<file path="src/rtl/uart_cmd_slave.sv">
// uart_cmd_slave: UART command port. Receives 8N1 bytes on RX, assembles them
// MSB-byte-first into 24-bit commands for the dispatcher, and serialises
// 8-bit response bytes onto TX. RX and TX paths are fully independent.
module uart_cmd_slave #(
  parameter int unsigned BAUD_DIV  = 2604,
  parameter int unsigned TIMEOUT_B = 32
) (
  input  logic        clk,
  input  logic        rst_n,
  input  logic        RX,
  output logic        TX,
  output logic [23:0] cmd,
  output logic        cmd_rdy,
  input  logic        clr_cmd_rdy,
  input  logic [7:0]  resp,
  input  logic        send_resp,
  output logic        resp_sent,
  output logic        tx_busy,
  output logic        frm_err
);

  localparam int unsigned CW = $clog2(BAUD_DIV * TIMEOUT_B) + 1;
  localparam logic [CW-1:0] BitLast  = CW'(BAUD_DIV - 1);
  localparam logic [CW-1:0] HalfLast = CW'(BAUD_DIV / 2 - 1);
  localparam logic [CW-1:0] ToLast   = CW'(BAUD_DIV * TIMEOUT_B - 1);

  typedef enum logic [1:0] {RxIdle, RxStart, RxData, RxStop} rx_state_e;
  typedef enum logic [1:0] {TxIdle, TxStart, TxData, TxStop} tx_state_e;

  // RX synchroniser and edge-detect history
  logic rx_meta_q, rx_sync_q, rx_prev_q;

  // Receiver state
  rx_state_e      rx_state_q;
  logic [CW-1:0]  rx_cnt_q;
  logic [2:0]     rx_bit_q;
  logic [7:0]     rx_shift_q;
  logic [1:0]     byte_cnt_q;
  logic [15:0]    shadow_q;
  logic [CW-1:0]  idle_cnt_q;
  logic [23:0]    cmd_q;
  logic           cmd_rdy_q;
  logic           frm_err_q;

  // Transmitter state
  tx_state_e      tx_state_q;
  logic [CW-1:0]  tx_cnt_q;
  logic [2:0]     tx_bit_q;
  logic [7:0]     tx_shift_q;
  logic           tx_q;
  logic           tx_busy_q;
  logic           resp_sent_q;

  // Two-flop synchroniser on the asynchronous RX line, plus a history flop for edge detect
  always_ff @(posedge clk) begin
    if (!rst_n) begin
      rx_meta_q <= 1'b1;
      rx_sync_q <= 1'b1;
      rx_prev_q <= 1'b1;
    end else begin
      rx_meta_q <= RX;
      rx_sync_q <= rx_meta_q;
      rx_prev_q <= rx_sync_q;
    end
  end

  // Receiver FSM with command assembly, inter-byte timeout and sticky framing error
  always_ff @(posedge clk) begin
    if (!rst_n) begin
      rx_state_q <= RxIdle;
      rx_cnt_q   <= '0;
      rx_bit_q   <= '0;
      rx_shift_q <= '0;
      byte_cnt_q <= '0;
      shadow_q   <= '0;
      idle_cnt_q <= '0;
      cmd_q      <= '0;
      cmd_rdy_q  <= 1'b0;
      frm_err_q  <= 1'b0;
    end else begin
      // A completion later in this block overrides the clear (set wins)
      if (clr_cmd_rdy) cmd_rdy_q <= 1'b0;

      // Partial command is abandoned if the line stays idle too long between bytes
      if (rx_state_q == RxIdle && byte_cnt_q != 2'd0) begin
        if (idle_cnt_q == ToLast) begin
          byte_cnt_q <= '0;
          idle_cnt_q <= '0;
        end else begin
          idle_cnt_q <= idle_cnt_q + 1'b1;
        end
      end else begin
        idle_cnt_q <= '0;
      end

      unique case (rx_state_q)
        RxIdle: begin
          if (rx_prev_q && !rx_sync_q) begin
            rx_state_q <= RxStart;
            rx_cnt_q   <= '0;
          end
        end
        RxStart: begin
          // Re-check at mid start bit; a line back high was only a glitch
          if (rx_cnt_q == HalfLast) begin
            rx_cnt_q   <= '0;
            rx_bit_q   <= '0;
            rx_state_q <= rx_sync_q ? RxIdle : RxData;
          end else begin
            rx_cnt_q <= rx_cnt_q + 1'b1;
          end
        end
        RxData: begin
          if (rx_cnt_q == BitLast) begin
            rx_cnt_q   <= '0;
            rx_shift_q <= {rx_sync_q, rx_shift_q[7:1]};
            if (rx_bit_q == 3'd7) rx_state_q <= RxStop;
            else                  rx_bit_q   <= rx_bit_q + 1'b1;
          end else begin
            rx_cnt_q <= rx_cnt_q + 1'b1;
          end
        end
        RxStop: begin
          if (rx_cnt_q == BitLast) begin
            rx_cnt_q   <= '0;
            rx_state_q <= RxIdle;
            if (!rx_sync_q) begin
              frm_err_q  <= 1'b1;
              byte_cnt_q <= '0;
            end else if (!cmd_rdy_q) begin
              // Bytes arriving while cmd is unconsumed are dropped
              unique case (byte_cnt_q)
                2'd0: begin
                  shadow_q[15:8] <= rx_shift_q;
                  byte_cnt_q     <= 2'd1;
                end
                2'd1: begin
                  shadow_q[7:0] <= rx_shift_q;
                  byte_cnt_q    <= 2'd2;
                end
                default: begin
                  cmd_q      <= {shadow_q, rx_shift_q};
                  cmd_rdy_q  <= 1'b1;
                  byte_cnt_q <= '0;
                end
              endcase
            end
          end else begin
            rx_cnt_q <= rx_cnt_q + 1'b1;
          end
        end
        default: rx_state_q <= RxIdle;
      endcase
    end
  end

  // Transmitter FSM: start, d[0]..d[7], stop, each BAUD_DIV cycles; outputs registered
  always_ff @(posedge clk) begin
    if (!rst_n) begin
      tx_state_q  <= TxIdle;
      tx_cnt_q    <= '0;
      tx_bit_q    <= '0;
      tx_shift_q  <= '0;
      tx_q        <= 1'b1;
      tx_busy_q   <= 1'b0;
      resp_sent_q <= 1'b0;
    end else begin
      resp_sent_q <= 1'b0;
      unique case (tx_state_q)
        TxIdle: begin
          // A strobe coinciding with the completion pulse is ignored
          if (send_resp && !resp_sent_q) begin
            tx_shift_q <= resp;
            tx_q       <= 1'b0;
            tx_busy_q  <= 1'b1;
            tx_cnt_q   <= '0;
            tx_state_q <= TxStart;
          end
        end
        TxStart: begin
          if (tx_cnt_q == BitLast) begin
            tx_cnt_q   <= '0;
            tx_bit_q   <= '0;
            tx_q       <= tx_shift_q[0];
            tx_shift_q <= {1'b0, tx_shift_q[7:1]};
            tx_state_q <= TxData;
          end else begin
            tx_cnt_q <= tx_cnt_q + 1'b1;
          end
        end
        TxData: begin
          if (tx_cnt_q == BitLast) begin
            tx_cnt_q <= '0;
            if (tx_bit_q == 3'd7) begin
              tx_q       <= 1'b1;
              tx_state_q <= TxStop;
            end else begin
              tx_q       <= tx_shift_q[0];
              tx_shift_q <= {1'b0, tx_shift_q[7:1]};
              tx_bit_q   <= tx_bit_q + 1'b1;
            end
          end else begin
            tx_cnt_q <= tx_cnt_q + 1'b1;
          end
        end
        TxStop: begin
          if (tx_cnt_q == BitLast) begin
            tx_cnt_q    <= '0;
            tx_busy_q   <= 1'b0;
            resp_sent_q <= 1'b1;
            tx_state_q  <= TxIdle;
          end else begin
            tx_cnt_q <= tx_cnt_q + 1'b1;
          end
        end
        default: tx_state_q <= TxIdle;
      endcase
    end
  end

  assign TX        = tx_q;
  assign tx_busy   = tx_busy_q;
  assign resp_sent = resp_sent_q;
  assign cmd       = cmd_q;
  assign cmd_rdy   = cmd_rdy_q;
  assign frm_err   = frm_err_q;

endmodule

</file>
<file path="config.mk">
export PLATFORM = sky130hd
export DESIGN_NAME = uart_cmd_slave
export DESIGN_NICKNAME = d
export VERILOG_FILES = /design/src/rtl/uart_cmd_slave.sv
export SDC_FILE = /design/constraint.sdc
export NUM_CORES = 1
export LEC_CHECK = 0
export ABC_AREA = 1
export ABC_CLOCK_PERIOD_IN_PS = 1900
export CAP_MARGIN = 20
export CORE_MARGIN = 4
export CORE_UTILIZATION = 30
export CTS_CLUSTER_DIAMETER = 60
export DETAILED_ROUTE_END_ITERATION = 10
export PLACE_DENSITY = 0.47
export SYNTH_ARGS = -nofsm -noshare
export SYNTH_HDL_FRONTEND = slang
export SYNTH_SLANG_ARGS = --single-unit
</file>
<file path="constraint.sdc">
create_clock -name clk -period 1.9 [get_ports clk]
set_input_delay 0.38 -clock clk [delete_from_list [all_inputs] [get_ports clk]]
set_output_delay 0.38 -clock clk [all_outputs]
set_load 0.02 [all_outputs]
</file>
==> metrics.yaml <==
r2r_end: "cmd[21]$_SDFFE_PN0P_"
cp.depth: 1
worstPathCellList: "clkdlybuf4s50_1"
clockRootBuffer: "clkbuf_16"
ys_seq_area_frac: 0.4129
peakVddDrop_v: 0.0005545
slew_headroom: 0.6947
clk_pin_slew_worst_paths_ns: 0.06
cts_buffers: 17
drc_errors: 0
rr_startpoint: "rx_cnt_q[0]$_SDFFE_PN0P_"
ant_nets: 0
worstPathArrival_ns: 1.41
gp_congestion: 0.8038
synth_top_area_share: 0.4129
die-area_um2: 23400
drive_gt1_frac: 0.09459
path_max_fanout: 2
syn_nets: 978
antenna_found_initial: 0
yosys_most_used_dff: "dfxtp_1"
synth_area_um2: 6304
n_fill_cell: 2197
rrSetupSlack_ns: 0.14
ff_latch_area_um2: 2604
hold_viol: 0
max_freq_mhz: 557.6
portBuffers: 41
p_per_area_nw_per_um2: 980.2
drt_pass1_iterations: 4
critPathLaunch: "cmd[20]$_SDFFE_PN0P_"
critPathSlowestCell: "clkdlybuf4s50_1"
synth_cell_types: 39
synthTopCellsByArea: "dfxtp_1 (41%), nand2_1 (14%), nor2_1 (12%), inv_1 (7.9%), nand3_1 (3.7%)"
worst_pin_slew_ns: 0.4532
core_area_um2: 20430
finalSetupViolCount: 0
cp-endpoint: "cmd[20]"
grt_pass1_vias: 5388
cts_hold_buf: 0
worstSkewPairLatency_ns: 0.42
post-route-period-util: 0.9439
finalMaxSlewViolations: 0
multi_input_area_um2: 3095
synth_largest_area_cell: "dfxtp_1"
yosysMostFrequentCell: "nand2_1"
fin_skew_ns: 0.01255
setup_tns_ns: 0
synth_enable_flop_cells: 0
layout_setup_ws_ns: 0.1065
status: "completed"
crit_path_end_kind: "output pin"
num_io_pins: 42
place_hpwl_um: 10320
postSynthCellCount: 952
fin_hold_ws_ns: 0.4157
clock_tree.buffer_depth: 2
critical_path_buf_inv_count: 1
cp_top_family: "buffers and inverters"
startpoint_type: "flop"
grt_pass1_wl_um: 25600
overflow: 0
vias_per_cell: 4.318
synth_area_per_cell_um2: 6.621
initial_core_util: 0.3085
clock-sinks: 130
final_nets: 1049
fin_crit_ns: 1.793
ys_ff_latch: 130
synth_common_cells: "nand2_1 (237), nor2_1 (204), inv_1 (133), dfxtp_1 (130), nand3_1 (46)"
rows: 52
ff2ff_path_depth: 9
wire_per_inst_um: 11.15
drt-initial-drc-count: 211
crit_required_ns: 1.52
grt_max_degree: 71
via_count: 5639
htreeDepth: 4
final_area_um2: 7881
drv_cap: 0
critPathKind: "reg2out"
cts_tree: "done"
leakage_uw: 0.003505
area_growth_pct: 25.03
place_ws_ns: 0.02887
synthArstFlopShare: 0
finalWirelength_um: 14560
die_w_um: 153.0
antenna_cells: 0
yosys_warnings: 0
hold_class: "reg2reg"
grt.total_usage: 0.1292
fp.dieH_um: 153.0
dpl-instance-area_um2: 7244
slowest_delay_ns: 0.62
==> registers in the layout, indices dropped and copies added (netlist names), 3 cells and up, named ones only <==
signal and flops:
rx_shift_q 8, rx_bit_q 3, cmd 24, tx_cnt_q 18, idle_cnt_q 18, shadow_q 16, rx_cnt_q 18, tx_shift_q 8
tx_bit_q 3
==> worst min-delay path by stage <==
stage | start | to | slack, ns | cells past startpoint
floorplan | rx_meta_q$_SDFF_PN1_ | rx_sync_q$_SDFF_PN1_ | 0.39 | 1
global placement | rx_meta_q$_SDFF_PN1_ | rx_sync_q$_SDFF_PN1_ | 0.40 | 1
detailed placement | rx_meta_q$_SDFF_PN1_ | rx_sync_q$_SDFF_PN1_ | 0.40 | 1
CTS | rx_meta_q$_SDFF_PN1_ | rx_sync_q$_SDFF_PN1_ | 0.42 | 1
global route | rx_meta_q$_SDFF_PN1_ | rx_sync_q$_SDFF_PN1_ | 0.44 | 1
finish | rx_meta_q$_SDFF_PN1_ | rx_sync_q$_SDFF_PN1_ | 0.42 | 1
==> per-stage QoR <==
step / utilization / total power [µW] / cells
after global routing: 0.3858 / 8160 / 1306
after floorplan: - / 3969 / 952
after global placement: 0.3546 / 4469 / 1273
after detailed placement: 0.3546 / 4459 / 1273
final: 0.3858 / 7725 / 1306
after CTS: 0.3836 / 7829 / 1305
==> cells by family after synthesis <==
| logic type | Yosys count | synth area share |
|---|---|---|
| buffers and inverters | 165 | 0.1016 |
| adder cells (fa/ha/maj) | 13 | 0.02580 |
| AO/OA/AOI/OAI | 59 | 0.05101 |
| multiplexers | 7 | 0.01112 |
| XOR/XNOR | 18 | 0.02501 |
| AND/OR/NAND/NOR | 560 | 0.3726 |
| flip-flops | 130 | 0.4129 |
==> final cells by class <==
class | instances | share of cell area
multi-input combinational | 657 | 0.3928
sequential | 130 | 0.3304
timing repair buffer | 77 | 0.09192
inverter | 140 | 0.06668
clock buffer | 17 | 0.05398
tap | 270 | 0.04286
clock inverter | 15 | 0.02143
==> routing by layer <==
metal / part of all wire / track usage / up-vias
met5: 0 / 0 / -
met4: 0.0098 / 0.03437 / 0
met3: 0.028 / 0.03364 / 14
met2: 0.44 / 0.2082 / 49
met1: 0.52 / 0.1727 / 2484
li1: - / - / 3092
==> what timing repair did <==
action / in CTS / in global routing
gates resized for setup: 1 / 9
pin swaps: 0 / 2
setup buffers: 0 / 1
endpoints found under the setup margin: 1 / 50
==> layout by cell type (no fill, tap or decap), types with 14 or more instances in the layout <==
cell             netlist  routed
nand2_1              237     237
nor2_1               204     202
inv_1                133     133
dfxtp_1              130     129
nand3_1               46      45
clkdlybuf4s50_1        0      39
buf_4                  1      32
a21oi_1               31      31
nand4_1               24      24
nor3_1                21      19
clkbuf_16              0      17
xor2_1                14      14
==> power breakdown <==
group / leakage [µW] / total [µW] / switching (µW) / internal, µW
clock: 0.000279 / 3330 / 1360 / 1970
combinational: 0.00217 / 1440 / 851 / 592
sequential: 0.00105 / 2950 / 85.3 / 2870
No activity file was read; power rests on OpenSTA's default activity.
